### src/rtl/rv32i_pkg.sv
// Shared RV32I encodings, decode enums and immediate/ALU helpers for the
// single-cycle core.
package rv32i_pkg;

  localparam logic [6:0] OP_LUI    = 7'b0110111;
  localparam logic [6:0] OP_AUIPC  = 7'b0010111;
  localparam logic [6:0] OP_JAL    = 7'b1101111;
  localparam logic [6:0] OP_JALR   = 7'b1100111;
  localparam logic [6:0] OP_BRANCH = 7'b1100011;
  localparam logic [6:0] OP_LOAD   = 7'b0000011;
  localparam logic [6:0] OP_STORE  = 7'b0100011;
  localparam logic [6:0] OP_IMM    = 7'b0010011;
  localparam logic [6:0] OP_REG    = 7'b0110011;

  localparam logic [2:0] F3_ADD  = 3'b000;
  localparam logic [2:0] F3_SLL  = 3'b001;
  localparam logic [2:0] F3_SLT  = 3'b010;
  localparam logic [2:0] F3_SLTU = 3'b011;
  localparam logic [2:0] F3_XOR  = 3'b100;
  localparam logic [2:0] F3_SR   = 3'b101;
  localparam logic [2:0] F3_OR   = 3'b110;
  localparam logic [2:0] F3_AND  = 3'b111;

  localparam logic [2:0] F3_BEQ  = 3'b000;
  localparam logic [2:0] F3_BNE  = 3'b001;
  localparam logic [2:0] F3_BLT  = 3'b100;
  localparam logic [2:0] F3_BGE  = 3'b101;
  localparam logic [2:0] F3_BLTU = 3'b110;
  localparam logic [2:0] F3_BGEU = 3'b111;

  localparam logic [2:0] F3_LW   = 3'b010;
  localparam logic [2:0] F3_SW   = 3'b010;
  localparam logic [2:0] F3_JALR = 3'b000;

  localparam logic [6:0] F7_BASE = 7'h00;
  localparam logic [6:0] F7_ALT  = 7'h20;

  typedef enum logic [3:0] {
    ALU_ADD, ALU_SUB, ALU_SLL, ALU_SLT, ALU_SLTU,
    ALU_XOR, ALU_SRL, ALU_SRA, ALU_OR,  ALU_AND
  } alu_op_e;

  typedef enum logic [2:0] {IMM_I, IMM_S, IMM_B, IMM_U, IMM_J} imm_fmt_e;
  typedef enum logic [1:0] {OPA_RS1, OPA_PC, OPA_ZERO} opa_sel_e;
  typedef enum logic [1:0] {WB_ALU, WB_MEM, WB_PC4} wb_sel_e;

  function automatic logic [31:0] gen_imm(input logic [31:0] inst, input imm_fmt_e fmt);
    logic [31:0] imm;
    case (fmt)
      IMM_S:   imm = {{20{inst[31]}}, inst[31:25], inst[11:7]};
      IMM_B:   imm = {{19{inst[31]}}, inst[31], inst[7], inst[30:25], inst[11:8], 1'b0};
      IMM_U:   imm = {inst[31:12], 12'b0};
      IMM_J:   imm = {{11{inst[31]}}, inst[31], inst[19:12], inst[20], inst[30:21], 1'b0};
      default: imm = {{20{inst[31]}}, inst[31:20]};
    endcase
    return imm;
  endfunction

  // alt selects SUB for funct3=000 and SRA for funct3=101
  function automatic alu_op_e alu_from_f3(input logic [2:0] f3, input logic alt);
    alu_op_e op;
    case (f3)
      F3_ADD:  op = alt ? ALU_SUB : ALU_ADD;
      F3_SLL:  op = ALU_SLL;
      F3_SLT:  op = ALU_SLT;
      F3_SLTU: op = ALU_SLTU;
      F3_XOR:  op = ALU_XOR;
      F3_SR:   op = alt ? ALU_SRA : ALU_SRL;
      F3_OR:   op = ALU_OR;
      default: op = ALU_AND;
    endcase
    return op;
  endfunction

endpackage

### src/rtl/rv32i_regfile.sv
// 32x32 integer register file: x0 reads as zero, two async read ports,
// one write port committed on the rising edge, contents cleared on reset.
module rv32i_regfile (
  input  logic        clk,
  input  logic        rst,
  input  logic [4:0]  i_rs1_addr,
  input  logic [4:0]  i_rs2_addr,
  output logic [31:0] o_rs1_data,
  output logic [31:0] o_rs2_data,
  input  logic        i_wen,
  input  logic [4:0]  i_rd_addr,
  input  logic [31:0] i_rd_data
);

  logic [31:0] r_regs [32];

  always_ff @(posedge clk) begin
    if (rst) begin
      for (int i = 0; i < 32; i++) r_regs[i] <= '0;
    end else if (i_wen && (i_rd_addr != 5'd0)) begin
      r_regs[i_rd_addr] <= i_rd_data;
    end
  end

  // No write bypass: a same-cycle write is seen only on the next cycle
  assign o_rs1_data = (i_rs1_addr == 5'd0) ? 32'd0 : r_regs[i_rs1_addr];
  assign o_rs2_data = (i_rs2_addr == 5'd0) ? 32'd0 : r_regs[i_rs2_addr];

endmodule

### src/rtl/rv32i_core.sv
// Single-cycle RV32I core: decode, ALU, branch compare and next-pc in one
// cycle; pc, register file and exit flag commit on the rising edge.
module rv32i_core
  import rv32i_pkg::*;
#(
  parameter logic [31:0] RESET_PC  = 32'h0000_0000,
  parameter logic [31:0] EXIT_ADDR = 32'h0000_100C,
  parameter logic [31:0] EXIT_DATA = 32'hDEAD_BEEF
) (
  input  logic        clk,
  input  logic        rst,
  output logic        exit,
  output logic [31:0] imem_addr,
  input  logic [31:0] imem_inst,
  output logic [31:0] dmem_addr,
  output logic        dmem_wen,
  output logic [31:0] dmem_wdata,
  input  logic [31:0] dmem_rdata
);

  logic [31:0] pc;
  logic        r_exit;

  logic [6:0]  w_opcode, w_f7;
  logic [4:0]  w_rd, w_rs1, w_rs2;
  logic [2:0]  w_f3;

  logic        w_valid, w_use_imm, w_rd_wen;
  logic        w_is_branch, w_is_jal, w_is_jalr, w_is_load, w_is_store;
  alu_op_e     w_alu_op;
  imm_fmt_e    w_imm_fmt;
  opa_sel_e    w_opa_sel;
  wb_sel_e     w_wb_sel;

  logic [31:0] w_imm, w_rs1_data, w_rs2_data, w_op_a, w_op_b, w_alu_res;
  logic [31:0] w_pc_plus4, w_pc_imm, w_next_pc, w_rd_data;
  logic        w_br_taken, w_exit_hit, w_rf_wen;

  assign w_opcode = imem_inst[6:0];
  assign w_rd     = imem_inst[11:7];
  assign w_f3     = imem_inst[14:12];
  assign w_rs1    = imem_inst[19:15];
  assign w_rs2    = imem_inst[24:20];
  assign w_f7     = imem_inst[31:25];

  // Unrecognised encodings leave every enable low, so they retire as NOPs
  always_comb begin
    w_valid     = 1'b0;
    w_use_imm   = 1'b1;
    w_rd_wen    = 1'b0;
    w_is_branch = 1'b0;
    w_is_jal    = 1'b0;
    w_is_jalr   = 1'b0;
    w_is_load   = 1'b0;
    w_is_store  = 1'b0;
    w_alu_op    = ALU_ADD;
    w_imm_fmt   = IMM_I;
    w_opa_sel   = OPA_RS1;
    w_wb_sel    = WB_ALU;
    case (w_opcode)
      OP_LUI: begin
        w_valid = 1'b1; w_imm_fmt = IMM_U; w_opa_sel = OPA_ZERO;
      end
      OP_AUIPC: begin
        w_valid = 1'b1; w_imm_fmt = IMM_U; w_opa_sel = OPA_PC;
      end
      OP_JAL: begin
        w_valid = 1'b1; w_imm_fmt = IMM_J; w_wb_sel = WB_PC4; w_is_jal = 1'b1;
      end
      OP_JALR: begin
        w_valid = (w_f3 == F3_JALR); w_wb_sel = WB_PC4; w_is_jalr = w_valid;
      end
      OP_BRANCH: begin
        w_valid     = (w_f3 != 3'b010) && (w_f3 != 3'b011);
        w_imm_fmt   = IMM_B;
        w_is_branch = w_valid;
      end
      OP_LOAD: begin
        w_valid = (w_f3 == F3_LW); w_wb_sel = WB_MEM; w_is_load = w_valid;
      end
      OP_STORE: begin
        w_valid = (w_f3 == F3_SW); w_imm_fmt = IMM_S; w_is_store = w_valid;
      end
      OP_IMM: begin
        if (w_f3 == F3_SLL)     w_valid = (w_f7 == F7_BASE);
        else if (w_f3 == F3_SR) w_valid = (w_f7 == F7_BASE) || (w_f7 == F7_ALT);
        else                    w_valid = 1'b1;
        w_alu_op = alu_from_f3(w_f3, (w_f3 == F3_SR) && w_f7[5]);
      end
      OP_REG: begin
        w_use_imm = 1'b0;
        w_valid   = (w_f7 == F7_BASE) ||
                    ((w_f7 == F7_ALT) && ((w_f3 == F3_ADD) || (w_f3 == F3_SR)));
        w_alu_op  = alu_from_f3(w_f3, w_f7[5]);
      end
      default: w_valid = 1'b0;
    endcase
    w_rd_wen = w_valid && !w_is_branch && !w_is_store;
  end

  assign w_imm = gen_imm(imem_inst, w_imm_fmt);

  rv32i_regfile u_regfile (
    .clk        (clk),
    .rst        (rst),
    .i_rs1_addr (w_rs1),
    .i_rs2_addr (w_rs2),
    .o_rs1_data (w_rs1_data),
    .o_rs2_data (w_rs2_data),
    .i_wen      (w_rf_wen),
    .i_rd_addr  (w_rd),
    .i_rd_data  (w_rd_data)
  );

  always_comb begin
    case (w_opa_sel)
      OPA_PC:   w_op_a = pc;
      OPA_ZERO: w_op_a = 32'd0;
      default:  w_op_a = w_rs1_data;
    endcase
  end
  assign w_op_b = w_use_imm ? w_imm : w_rs2_data;

  always_comb begin
    case (w_alu_op)
      ALU_SUB:  w_alu_res = w_op_a - w_op_b;
      ALU_SLL:  w_alu_res = w_op_a << w_op_b[4:0];
      ALU_SLT:  w_alu_res = {31'd0, $signed(w_op_a) < $signed(w_op_b)};
      ALU_SLTU: w_alu_res = {31'd0, w_op_a < w_op_b};
      ALU_XOR:  w_alu_res = w_op_a ^ w_op_b;
      ALU_SRL:  w_alu_res = w_op_a >> w_op_b[4:0];
      ALU_SRA:  w_alu_res = $unsigned($signed(w_op_a) >>> w_op_b[4:0]);
      ALU_OR:   w_alu_res = w_op_a | w_op_b;
      ALU_AND:  w_alu_res = w_op_a & w_op_b;
      default:  w_alu_res = w_op_a + w_op_b;
    endcase
  end

  always_comb begin
    case (w_f3)
      F3_BEQ:  w_br_taken = (w_rs1_data == w_rs2_data);
      F3_BNE:  w_br_taken = (w_rs1_data != w_rs2_data);
      F3_BLT:  w_br_taken = ($signed(w_rs1_data) < $signed(w_rs2_data));
      F3_BGE:  w_br_taken = ($signed(w_rs1_data) >= $signed(w_rs2_data));
      F3_BLTU: w_br_taken = (w_rs1_data < w_rs2_data);
      F3_BGEU: w_br_taken = (w_rs1_data >= w_rs2_data);
      default: w_br_taken = 1'b0;
    endcase
  end

  assign w_pc_plus4 = pc + 32'd4;
  assign w_pc_imm   = pc + w_imm;

  always_comb begin
    w_next_pc = w_pc_plus4;
    if (w_is_jal || (w_is_branch && w_br_taken)) w_next_pc = w_pc_imm;
    else if (w_is_jalr)                          w_next_pc = {w_alu_res[31:1], 1'b0};
  end

  always_comb begin
    case (w_wb_sel)
      WB_MEM:  w_rd_data = dmem_rdata;
      WB_PC4:  w_rd_data = w_pc_plus4;
      default: w_rd_data = w_alu_res;
    endcase
  end

  assign w_rf_wen   = w_rd_wen && !r_exit;
  assign w_exit_hit = w_is_store && !r_exit &&
                      (w_alu_res == EXIT_ADDR) && (w_rs2_data == EXIT_DATA);

  always_ff @(posedge clk) begin
    if (rst) begin
      pc     <= RESET_PC;
      r_exit <= 1'b0;
    end else begin
      if (!r_exit)   pc     <= w_next_pc;
      if (w_exit_hit) r_exit <= 1'b1;
    end
  end

  assign exit       = r_exit;
  assign imem_addr  = pc;
  assign dmem_addr  = (w_is_load || w_is_store) ? w_alu_res : 32'd0;
  assign dmem_wdata = w_is_store ? w_rs2_data : 32'd0;
  assign dmem_wen   = w_is_store && !rst && !r_exit;

endmodule

### config.mk
export PLATFORM = sky130hd
export DESIGN_NAME = rv32i_core
export DESIGN_NICKNAME = d
export VERILOG_FILES = /design/src/rtl/rv32i_pkg.sv /design/src/rtl/rv32i_regfile.sv /design/src/rtl/rv32i_core.sv
export SDC_FILE = /design/constraint.sdc
export NUM_CORES = 2
export LEC_CHECK = 0
export ABC_AREA = 1
export CORE_ASPECT_RATIO = 0.8
export CORE_MARGIN = 1
export CORE_UTILIZATION = 24
export CTS_CLUSTER_SIZE = 16
export DETAILED_ROUTE_END_ITERATION = 12
export GPL_ROUTABILITY_DRIVEN = 0
export PLACE_DENSITY = 0.48
export SETUP_SLACK_MARGIN = 0.05
export SLEW_MARGIN = 20
export SYNTH_ARGS = -nofsm -noshare
export SYNTH_HDL_FRONTEND = slang
export SYNTH_SLANG_ARGS = --single-unit
export TNS_END_PERCENT = 5
### constraint.sdc
create_clock -name clk -period 7.8 [get_ports clk]
set_clock_uncertainty 0.15 [all_clocks]
set_input_delay 1.56 -clock clk [delete_from_list [all_inputs] [get_ports clk]]
set_output_delay 1.56 -clock clk [all_outputs]
set_load 0.01 [all_outputs]
# After elaboration in Yosys (flattened, before gate mapping)
# Memory sizes are Yosys's and may differ from the RTL's.
# Cells that the tools add are included.
[word_totals]
regBits = 33
ram_bits = 1024
latch_bits = 0
word_cells = 129
out_inout_bits = 98
inputBits = 66
mem_bits_ro = 0
mem_count = 1
[op_classes]
div = 0
muxes = 38
multipliers = 0
shift = 3
magnitude_cmp = 6
eq_ne = 40
bitwise = 3
addsub = 4
reduce_logical = 32
[memory_table]
columns = ["memory", "words", "word_bits", "read_ports", "rd_clocked_by_memory_dff", "write_ports", "line", "source"]
rows = [
  ["u_regfile.r_regs", 32, 32, 2, 0, 32, "rv32i_regfile.sv:15", "logic [31:0] r_regs [32];"],
]
[op_table]
columns = ["cell", "count"]
rows = [
  ["32-bit case mux with 9 select lines", 1],
  ["32-bit 2-to-1 mux", 8],
  ["32-bit < comparator", 4],
  ["32-bit case mux with 2 select lines", 2],
  ["31-bit case mux with 4 select lines", 1],
  ["32-bit adder", 2],
  ["32-bit >= comparator", 2],
  ["4-bit case mux with 7 select lines", 2],
  ["32-bit by 3-bit adder with 32-bit output, second input constant", 1],
  ["32-bit AND", 1],
  ["32-bit by 13-bit == test with 1-bit output, second input constant", 1],
  ["32-bit == test", 1],
  ["32-bit == test, second input constant", 1],
  ["32-bit != test", 1],
  ["32-bit OR", 1],
  ["32-bit OR reduction", 1],
  ["32-bit by 5-bit << shifter with 32-bit output", 1],
  ["32-bit by 5-bit right shift with 32-bit output", 1],
  ["32-bit by 5-bit >>> shifter with 32-bit output", 1],
  ["32-bit subtractor", 1],
  ["32-bit bitwise XOR", 1],
  ["7-bit by 6-bit == test with 1-bit output, second input constant", 4],
  ["7-bit == test, second input constant", 3],
  ["1-bit 2-to-1 mux", 17],
  ["other kinds (26)", 67],
]

# Depth between registers and ports, before layout
[depth]
word_depth = 14
depth_mapped = 44
ltp_nobuf = 43

# By module
# Synthesis repeated with hierarchy kept, for this count alone.
[unflattened]
hier_cells = 10302
area_unflattened_um2 = 72761.0
[by_module_without_submodules]
columns = ["mod", "instances", "area_each_um2", "cells_per_inst"]
rows = [
  ["rv32i_regfile", 1, 56525.5, 7252],
  ["rv32i_core", 1, 16235.6, 3050],
]

# Worst setup path after synthesis
# No wires, ideal clock.
[synth_path]
path_kind = "input -> output"
start = "in imem_inst[1]"
end = "out dmem_addr[27]"
setup_slack_ns = 0.433
n_path_buf = 2
t_required_ns = 6.090
arrival_time_ns = 5.657
cell_stages = 35
path_cell_list = "nand2_1 -> inv_1 -> nand2_1 -> nor2_1 -> inv_1 -> nor2_1 -> inv_1 -> ha_1 -> nand4_1 -> nand2_4 -> inv_1 -> nor2_1 -> nor3_1 -> clkbuf_1 -> o21ai_0 -> nand2_1 -> inv_1 -> o21ai_0 -> inv_1 -> ha_1 -> clkbuf_1 -> inv_1 -> a21oi_1 -> o211a_1 -> nand3_1 -> nand2_1 -> o211ai_1 -> or2_0 -> nand3_1 -> and3_1 -> nand3_1 -> nor2_2 -> inv_2 -> nand2_1 -> inv_1"
[synth_between]
elab_chain_cells = 9
word_cells_on_any_way = 43
cone_classes = "add/sub: 2; eq/ne: 23; shift: 3; mux: 10; bitwise: 3; reduce/logical: 2"
[synth_lines]
columns = ["item", "line", "source"]
rows = [
  ["from (decl)", "rv32i_core.sv:14", "input logic [31:0] imem_inst,"],
  ["7-bit by 5-bit == test with 1-bit output / 7-bit by 6-bit == test with 1-bit output (equally long branches)", "rv32i_core.sv:60", "case (w_opcode)"],
  ["2-bit OR reduction (no line)", "--", ""],
  ["3-bit case mux with 4 select lines", "rv32i_core.sv:60", ""],
  ["3-bit == test (tied with other cells)", "rv32i_pkg.sv:49", "case (fmt)"],
  ["31-bit case mux with 4 select lines", "rv32i_pkg.sv:49", ""],
  ["32-bit 2-to-1 mux", "rv32i_core.sv:122", "assign w_op_b = w_use_imm ? w_imm : w_rs2_data;"],
  ["32-bit adder (tied with other cells)", "rv32i_core.sv:135", "default: w_alu_res = w_op_a + w_op_b;"],
  ["32-bit case mux with 9 select lines", "rv32i_core.sv:125", "case (w_alu_op)"],
  ["32-bit 2-to-1 mux (*)", "rv32i_core.sv:184", "assign dmem_addr = (w_is_load || w_is_store) ? w_alu_res : 32'd0;"],
  ["to (decl)", "rv32i_core.sv:15", "output logic [31:0] dmem_addr,"],
]
# Every way passes the cells marked *; elsewhere a longest branch is shown, timed or not.

# Worst setup path after layout
[layout_path]
start = "in imem_inst[15]"
end = "out dmem_addr[31]"
[layout_between]
elab_chain_cells = 6
word_cells_on_any_way = 16
cone_classes = "add/sub: 2; shift: 3; mux: 6; bitwise: 3; reduce/logical: 1; memory: 1"
[layout_lines]
columns = ["item", "line", "source"]
rows = [
  ["memory 32 x 32 bit / 5-bit zero test (equally long branches)", "--", ""],
  ["32-bit 2-to-1 mux", "rv32i_regfile.sv:26", "assign o_rs1_data = (i_rs1_addr == 5'd0) ? 32'd0 : r_regs[i_rs1_addr];"],
  ["32-bit case mux with 2 select lines", "rv32i_core.sv:116", "case (w_opa_sel)"],
  ["32-bit adder (tied with other cells)", "rv32i_core.sv:135", ""],
  ["32-bit case mux with 9 select lines (*)", "rv32i_core.sv:125", ""],
  ["32-bit 2-to-1 mux (*)", "rv32i_core.sv:184", ""],
]
# Marks and branches as above.

==> flow_metrics.py <==
metrics = {
    "floorplan": {
        "dieWidth_um": 613.9,
        "fp.dieArea_um2": 301700,
        "die_h_um": 491.5,
        "rows": 179,
        "ios": 164,
        "core-area_um2": 297600,
        "initial_utilization_pct": 24.15,
    },
    "power_and_ir_drop": {
        "intPower_w": 0.01158,
        "p_leak_nw": 38.88,
        "p_seq_share_pct": 36.0,
        "sw_frac_of_total_pct": 36.08,
        "clkPwrFrac_pct": 30.9,
        "p_per_area_nw_per_um2": 191.5,
        "pwr-share-comb_pct": 33.1,
        "ir_drop_mv": 0.1896,
        "p_switching_w": 0.006534,
    },
    "yosys": {
        "netlist_area_um2": 71890,
        "synth_area_per_cell_um2": 7.467,
        "synth.distinct_cells": 71,
        "synth_cells": 9628,
        "synth_warnings": 0,
        "synth_edf_count": 1024,
        "synth-seq-cells": 1057,
        "netlist_top_cells_area": "edfxtp_1 (43%), nand2_1 (12%), nand3_1 (10%), nor2_1 (8.4%), o21ai_0 (5.0%)",
        "synth_top_cell_area_share_pct": 42.77,
        "async_reset_ff_share_pct": 0,
        "synth_seq_area_share_pct": 43.69,
        "yosysTopAreaCell": "edfxtp_1",
        "dominantRegCellSynth": "edfxtp_1",
    },
    "worst_setup_path": {
        "cp_common_cell": "nand2_1",
        "arrival_ns": 6.09,
        "cp-start-kind": "input pin",
        "path_max_fanout": 17,
        "cp_slowest_cell": "ha_1",
        "crit_type": "input pin to output port",
        "max_stage_delay_ns": 0.29,
        "critPathCaptureType": "output port",
        "required_ns": 6.09,
    },
    "grt": {
        "grt_pass1_wl_um": 533600,
        "grt_pass1_vias": 74530,
        "grt_overflow_total": 0,
        "grt_max_degree": 81,
        "grt_use_total_pct": 24.08,
        "antenna_found_initial": 13,
    },
    "clocking": {
        "max-clock-path-buffers": 3,
        "root_buffer": "clkbuf_16",
        "cts_tree": "yes",
        "clkLatencyLatePin_ns": 0.78,
        "cts.sinks": 1057,
        "path_clk_slew_ns": 0.07,
        "htree_levels": 3,
        "cts_inserted_buffers": 112,
        "cts_hold_buf": 0,
    },
    "status": {
        "status": "finished with violations",
        "violations": "setup timing",
    },
    "sta": {
        "slew_viol_final": 0,
        "rsz0062_at_grt": "true",
        "layout_worst_path_cycle_share_pct": 100.0,
        "layout_setup_ws_ns": -0.003114,
        "hold_violations": 0,
        "relSlewSlack_pct": 21.26,
        "setup_viol": 1,
        "fin_hold_ws_ns": 0.4426,
        "fmax_ghz": 0.1282,
        "finalCriticalPeriod_ns": 7.803,
        "tightest_slew_ns": 1.177,
    },
    "routing": {
        "dr.pass1.iters": 9,
        "wire_per_inst_um": 26.02,
        "vias": 80060,
        "drc_errors": 0,
        "routed_wl_um": 382100,
        "detail-route-antenna-nets": 0,
        "drtIter0Drc": 11940,
        "vias_per_cell": 5.452,
    },
    "cells_and_area": {
        "finalNetCount": 10840,
        "drive_above_1_share_pct": 21.32,
        "post-route-cell-area_um2": 94570,
        "fillers": 31160,
        "layout_common_cells": "nand2_1 (2,207), nor2_1 (1,569), nand3_1 (1,391)",
        "layout_commonest_cell": "nand2_1",
        "fin_util_pct": 31.77,
        "area_growth_pct": 31.56,
    },
    "placed_design": {
        "dp_hpwl_um": 270900,
        "dpl_cell_area_um2": 87150,
        "numPortBuffers": 163,
    },
    "flow_run": {
        "maxCapViolations": 0,
    },
    "hold_path": {
        "min_path_type": "flip-flop to flip-flop",
    },
}
logic make-up (layout without fill, tap and decap cells):
logic type / count (synthesis) / in the layout / synth area share [%]
compound gates: 1525 / 1525 / 12.39
other cells: 1 / 35 / 0.005216
flops: 1057 / 1057 / 43.69
fa+ha+maj: 168 / 168 / 2.955
xor+xnor: 47 / 47 / 0.5726
simple gates: 5632 / 5632 / 33.03
buf+inv: 1198 / 2239 / 7.357
power groups by stage:
stage / clock, W / sequential, W / combinational (W)
2_1_floorplan: 0 / 0.00660 / 0.00256
3_3_place_gp: 0 / 0.00663 / 0.00535
3_5_place_dp: 0 / 0.00663 / 0.00536
4_1_cts: 0.00563 / 0.00651 / 0.00561
5_1_grt: 0.00583 / 0.00654 / 0.00627
6_report: 0.00559 / 0.00652 / 0.00600
path summary, 6_finish.rpt:
check	startpoint	cells after the start	to	slack, ns
hold reg to reg	imem_addr[0]	2	imem_addr[0]	0.44
setup reg to reg	u_regfile.r_regs[23][4]	46	u_regfile.r_regs[30][7]	0.96
hold / removal	imem_addr[0]	2	imem_addr[0]	0.44
setup / recovery	imem_inst[15]	34	dmem_addr[31]	-0.003
worst max-delay path, delay by kind of cell:
| family | cells | cell delay [ns] |
|---|---|---|
| adder cells (fa/ha/maj) | 1 | 0.29 |
| AND/OR/NAND/NOR | 15 | 1.66 |
| buffers and inverters | 12 | 1.77 |
| AO/OA/AOI/OAI | 6 | 0.74 |
metal layers:
metal / vias to the layer above / GRT usage (%) / share of wire, %
li1: 34820 / - / -
met1: 38730 / 34.53 / 42
met2: 5686 / 33.55 / 40
met3: 814 / 6.342 / 13
met4: 12 / 10.31 / 4.6
met5: - / 0.5428 / 0.14
metrics by stage:
step / power (W) / setup WS, ns / TNS, ns / instances
final: 0.01811 / -0.003114 / -0.003114 / 14690
after global routing: 0.01863 / -0.1540 / -2.673 / 14680
after CTS: 0.01775 / -0.004123 / -0.004123 / 14630
after detailed placement: 0.01199 / -1.324 / -35.04 / 14330
after global placement: 0.01197 / -1.542 / -79.29 / 14330
after floorplan: 0.009160 / 0.4326 / 0 / 9659
cells in the mapped netlist, types with 9 or more instances:
| master | n |
|---|---|
| buf_2 | 238 |
| o21ai_0 | 725 |
| xor2_1 | 38 |
| o211ai_1 | 39 |
| o22ai_1 | 79 |
| nor2_4 | 16 |
| nor2_2 | 49 |
| a21o_1 | 9 |
| o221ai_1 | 185 |
| dfxtp_1 | 33 |
| nor2_1 | 1610 |
| o21ai_2 | 18 |
| o21ai_1 | 33 |
| inv_1 | 376 |
| edfxtp_1 | 1024 |
| xnor2_1 | 9 |
| a31oi_1 | 27 |
| ha_1 | 165 |
| nor3_1 | 43 |
| a21oi_1 | 340 |
| nand3_1 | 1471 |
| buf_6 | 22 |
| nand3_2 | 16 |
| clkbuf_1 | 421 |
| nand4_1 | 29 |
| buf_4 | 61 |
| buf_1 | 36 |
| nand2_2 | 25 |
| nor4_1 | 15 |
| nand2_1 | 2320 |
| inv_2 | 26 |
registers in the layout (all words and copies together), names as in the netlist:
| signal | flops |
|---|---|
| exit | 1 |
| imem_addr | 32 |
| u_regfile.r_regs | 1024 |
layout make-up:
cell class	instances	area, µm²	area share (%)
timing repair inverter	2	22.52	0.02381
antenna	3	7.507	0.007938
sequential	1057	31410	33.21
clock inverter	74	758.2	0.8017
timing repair buffer	1617	15340	16.22
clock buffer	134	2885	3.051
tap	3982	4982	5.268
inverter	412	1647	1.741
multi-input combinational	7404	37520	39.67
what timing repair did:
item	CTS	global route
buffers inserted	90	40
gates cloned	3	15
pin swaps	119	147
hold endpoints to repair	0	0
resized for setup	408	328
endpoints found under the setup margin	32	83
No activity file was read; power rests on OpenSTA's default activity.
